**src/rtl/compress_stream_ctrl.sv**
```systemverilog
// compress_stream_ctrl: polynomial read sequencer with hold/replay and optional write-back address generation
package compress_stream_ctrl_pkg;
  localparam int ABR_MEM_ADDR_WIDTH = 15;
  localparam int MLKEM_N = 256;
  typedef enum logic [1:0] {RW_IDLE = 2'd0, RW_READ = 2'd1, RW_WRITE = 2'd2} rw_e;
  typedef struct packed {
    rw_e rd_wr_en;
    logic [ABR_MEM_ADDR_WIDTH-1:0] addr;
  } mem_if_t;
endpackage

module compress_stream_ctrl
  import compress_stream_ctrl_pkg::*;
#(
  parameter int ADDR_W = ABR_MEM_ADDR_WIDTH,
  parameter int RD_WORDS_PER_POLY = MLKEM_N / 4,
  parameter int WR_WORDS_PER_POLY = 32,
  parameter int MAX_POLY = 4,
  parameter int NP_W = 3
) (
  input  logic              clk,
  input  logic              reset_n,
  input  logic              zeroize,
  input  logic              cmp_enable,
  input  logic              wb_mode,
  input  logic [NP_W-1:0]   num_poly,
  input  logic [ADDR_W-1:0] src_base_addr,
  input  logic [ADDR_W-1:0] dst_base_addr,
  output mem_if_t           mem_rd_req,
  output logic              mem_rd_data_valid,
  input  logic              mem_rd_data_hold,
  output logic [NP_W-1:0]   poly_idx,
  output logic              last_word,
  input  logic              wr_data_valid,
  output mem_if_t           mem_wr_req,
  output logic              busy,
  output logic              done,
  output logic              err
);
  localparam int AW = ABR_MEM_ADDR_WIDTH;
  localparam int RW_W = $clog2(RD_WORDS_PER_POLY + 1);
  localparam int WC_W = $clog2(MAX_POLY * WR_WORDS_PER_POLY + 1);
  localparam logic [RW_W-1:0] WMAX = RW_W'(RD_WORDS_PER_POLY - 1);

  typedef enum logic [1:0] {IDLE, RD, DRAIN} state_e;

  state_e state;
  logic wb_q;
  logic [NP_W-1:0] np_q, poly;
  logic [RW_W-1:0] word;
  logic [ADDR_W-1:0] rd_addr, wr_addr;
  logic [WC_W-1:0] wr_count, wr_total;
  logic rd_on, last_rd, wr_fire, wr_done, legal, word_wrap;

  assign rd_on = state == RD;
  assign word_wrap = word == WMAX;
  assign last_rd = rd_on && !mem_rd_data_hold && poly == np_q - 1'b1 && word_wrap;
  assign wr_total = WC_W'(np_q) * WC_W'(WR_WORDS_PER_POLY);
  assign wr_fire = wb_q && state != IDLE && wr_data_valid && wr_count < wr_total;
  assign wr_done = wr_count + WC_W'(wr_fire) == wr_total;
  assign legal = num_poly != '0 && num_poly <= NP_W'(MAX_POLY);

  assign mem_rd_req = '{rd_wr_en: rd_on ? RW_READ : RW_IDLE, addr: rd_on ? AW'(rd_addr) : '0};
  assign mem_wr_req = '{rd_wr_en: wr_fire ? RW_WRITE : RW_IDLE, addr: wr_fire ? AW'(wr_addr) : '0};
  assign poly_idx = poly;
  assign last_word = rd_on && word_wrap;
  assign done = state == IDLE;
  assign busy = !done;

  // Sequencer: config latch at start, read stepping with hold replay, write counting, exit decisions
  always_ff @(posedge clk or negedge reset_n) begin
    if (!reset_n) begin
      state <= IDLE;
      {wb_q, np_q, poly, word, rd_addr, wr_addr, wr_count, mem_rd_data_valid, err} <= '0;
    end else if (zeroize) begin
      state <= IDLE;
      {wb_q, np_q, poly, word, rd_addr, wr_addr, wr_count, mem_rd_data_valid, err} <= '0;
    end else begin
      err <= state == IDLE && cmp_enable && !legal;
      mem_rd_data_valid <= rd_on;
      if (state == IDLE) begin
        if (cmp_enable && legal) begin
          state <= RD;
          wb_q <= wb_mode;
          np_q <= num_poly;
          rd_addr <= src_base_addr;
          wr_addr <= dst_base_addr;
          {poly, word, wr_count} <= '0;
        end
      end else begin
        if (wr_fire) begin
          wr_addr <= wr_addr + 1'b1;
          wr_count <= wr_count + 1'b1;
        end
        if (rd_on && !mem_rd_data_hold) begin
          rd_addr <= rd_addr + 1'b1;
          word <= word_wrap ? '0 : word + 1'b1;
          if (word_wrap && !last_rd) poly <= poly + 1'b1;
        end
        if (last_rd) state <= (wb_q && !wr_done) ? DRAIN : IDLE;
        if (state == DRAIN && wr_done) state <= IDLE;
      end
    end
  end
endmodule
```
**config.mk**
```make
export PLATFORM = sky130hd
export DESIGN_NAME = compress_stream_ctrl
export DESIGN_NICKNAME = d
export VERILOG_FILES = /design/src/rtl/compress_stream_ctrl.sv
export SDC_FILE = /design/constraint.sdc
export NUM_CORES = 1
export LEC_CHECK = 0
export BUFFER_PORTS_ARGS = -buffer_cell sky130_fd_sc_hd__buf_4
export CORE_UTILIZATION = 59
export CTS_CLUSTER_SIZE = 10
export DETAILED_ROUTE_END_ITERATION = 10
export GPL_ROUTABILITY_DRIVEN = 0
export GPL_TIMING_DRIVEN = 0
export PLACE_DENSITY_LB_ADDON = 0.1
export SLEW_MARGIN = 20
export SYNTH_ARGS = -nofsm -noshare
export SYNTH_HDL_FRONTEND = slang
export SYNTH_SLANG_ARGS = --single-unit
```
**constraint.sdc**
```tcl
create_clock -name clk -period 4.7 [get_ports clk]
set_input_delay 0.47 -clock clk [delete_from_list [all_inputs] [get_ports clk]]
set_output_delay 0.47 -clock clk [all_outputs]
set_load 0.02 [all_outputs]
```
==> reports/results.tsv <==
metric	value	unit
outcome	finished, final reports clean	
ant diodes	0	
syn_area_per_cell	8.55	sq um
Worst-Skew Late Latency	320	ps
CTS Hold Bufs	0	
layout cells sized above 1	20.8	%
TritonCTS buffer count	5	
post-synth top area share	37.5	%
post-route ant nets	0	
post-layout util	74.8	%
GRT Util Overall	33.5	%
num rows	28	
initial antenna violation count	0	
final setup vio count	0	
Synth area leader	dfrtp_1	
vias after detailed routing	3885	
Core ar.	6030	sq um
worst vdd ir	0.161	mV
crit path time final	3240	ps
Clock Sinks	56	
top cells by area, synth	dfrtp_1 38%, and2_1 5.4%, a22o_1 4.9%	
register clock-pin slew on the reported worst setup and hold paths	100	ps
Post-synth EDFFs	0	
vias per cell	6.49	
CTS tree	done	
largest net degree at the start of global routing	57	
IO Port Bufs	78	
Post-CTS Resized	0	
Initial Util	62.0	%
synth unique cells	68	
Clock Skew	5.17	ps
max-slew violation total from the final report	0	
setup TNS	0	ps
Mapped Cells	437	
WL final	10.6	mm
vias in the first global route	3534	
Tcrit/Tclk final	69.0	%
post-synthesis async set-or-reset flop share	100	%
Setup CP Type	flop to flop	
drc violations	0	
maxcap violations	0	
Tot Pwr	1.05	mW
Overflow after GRT	0	
Main synth FF type	dfrtp_1	
IO Pins	82	
TritonRoute pass-1 iters	5	
fmax	0.309	GHz
H-tree depth	2	
CP Capture Type	flop	
critical path fanouts, max	11	
Slew @ Worst Pin	852	ps
Max clock buf depth	2	
Critical Path Start Type	flop	
root buffer cell	clkbuf_8	
first-pass GRT wire length	17.1	mm
Arr. time, crit path	3420	ps
Post-Syn Area	3730	sq um
Lkg Pwr	2.17	nW
Die Span X	81.6	microns
setup ws final	1460	ps
Die H	81.6	microns
final hold violations	0	
RSZ-0062 raised after global routing	false	
initial DRC count	362	
die area	6650	sq um
Post-CTS Setup Bufs	0	
yosys warns	0	
Post-Place Worst Slack	1510	ps
HP Class	input port to asynchronous set/reset pin	
Post-DP HPWL	7.62	mm
Area Growth Syn to Fin	20.7	%
Cell Pwr Density	234	nW/um^2
Yosys reg bits	56	
routed len/inst	17.6	microns
post-synthesis sequential area ratio	37.5	%
relative slew slack	42.7	%
Worst EP required	4880	ps
number of nets in the layout	573	
[where the power goes]
part | total, mW | internal (mW) | switching, mW
logic | 0.225 | 0.0974 | 0.128
registers | 0.552 | 0.511 | 0.0408
clock network | 0.276 | 0.107 | 0.169
total | 1.05 | 0.715 | 0.337
[sequential cells by signal (all words and copies together) (netlist names)]
signal	count
word	7
mem_rd_data_valid	1
rd_addr	15
np_q	3
state	2
wr_count	8
wr_addr	15
wb_q	1
err	1
poly_idx	3
[cell type report]
class,count,area (sq um)
clock inverter,2,16.3
inverter,10,37.5
tap,75,93.8
multi-input combinational,345,2160
buffer,27,138
sequential,56,1400
clock buffer,6,72.6
timing repair buffer,78,586
fill,474,1520
[worst paths after layout]
check                         start           to  slack (ps)  cells after the start
setup reg to reg           state[0]     state[1]        1460                     12
hold / removal              reset_n  wr_count[6]         210                      1
hold reg to reg             word[1]      word[1]         520                      2
max in group asynchronous   reset_n   rd_addr[4]        4030                      1
min in group clk            wb_mode         wb_q         390                      3
setup / recovery           state[0]     state[1]        1460                     12
[worst max-delay path: stages, from the launching register on]
cell and delay (ps):
dfrtp_1 510, or2_1 150, buf_2 130, inv_2 80
nor3_2 280, o21ai_2 230, inv_2 140, clkbuf_1 360
ha_1 270, ha_1 240, a311o_1 320, nor4_1 260
a311oi_1 140
[cells by family (layout without fill, tap and decap cells)]
group | Yosys count | in the layout | synth area share (%)
AND/OR/NAND/NOR | 184 | 184 | 25.8
AO/OA/AOI/OAI | 132 | 132 | 23.9
flip-flops | 56 | 56 | 37.5
buffers and inverters | 37 | 123 | 4.69
XOR/XNOR | 11 | 11 | 2.95
adder cells (fa/ha/maj) | 10 | 10 | 3.35
multiplexers | 6 | 6 | 1.68
other | 1 | 2 | 0.100
[metrics by stage]
stage	hold WS [ps]	instance area (sq um)	cells
final	205	4510	599
after global routing	255	4510	599
after CTS	224	4510	599
after detailed placement	492	4420	591
after global placement	480	4420	591
after floorplan	174	3740	438
[Yosys cell counts (8+ instances only)]
cell	count
and2_1	32
and3_1	8
inv_1	8
nor2_1	37
nand3_1	24
dfrtp_1	56
nor3_1	10
ha_1	10
o21ai_0	28
nand2_1	38
clkbuf_1	15
o31ai_1	9
o21ai_1	11
a21oi_1	19
a22o_1	21
[placed cells by master, fill, tap and decap left out, types with 7 or more instances in the layout]
cell,synthesis,routed
inv_1,8,8
o21ai_1,11,11
nand2_1,38,38
xor2_1,7,7
and2_1,32,32
nor3_1,10,10
and3_1,8,8
ha_1,10,10
o21ai_0,28,28
clkbuf_1,15,16
dfrtp_1,56,56
a21oi_1,19,19
buf_4,4,82
o31ai_1,9,9
nor2_1,37,37
a22o_1,21,21
nand3_1,24,24
[layer usage]
layer  track usage [%]  vias up  share of wire [%]
li1                  -     1775                  -
met1              44.9     1882                 42
met2              56.1      205                 49
met3              4.00       23                7.5
met4              10.5        0                1.7
met5                 0        -                  0
Power figures use the tool's default switching activity.
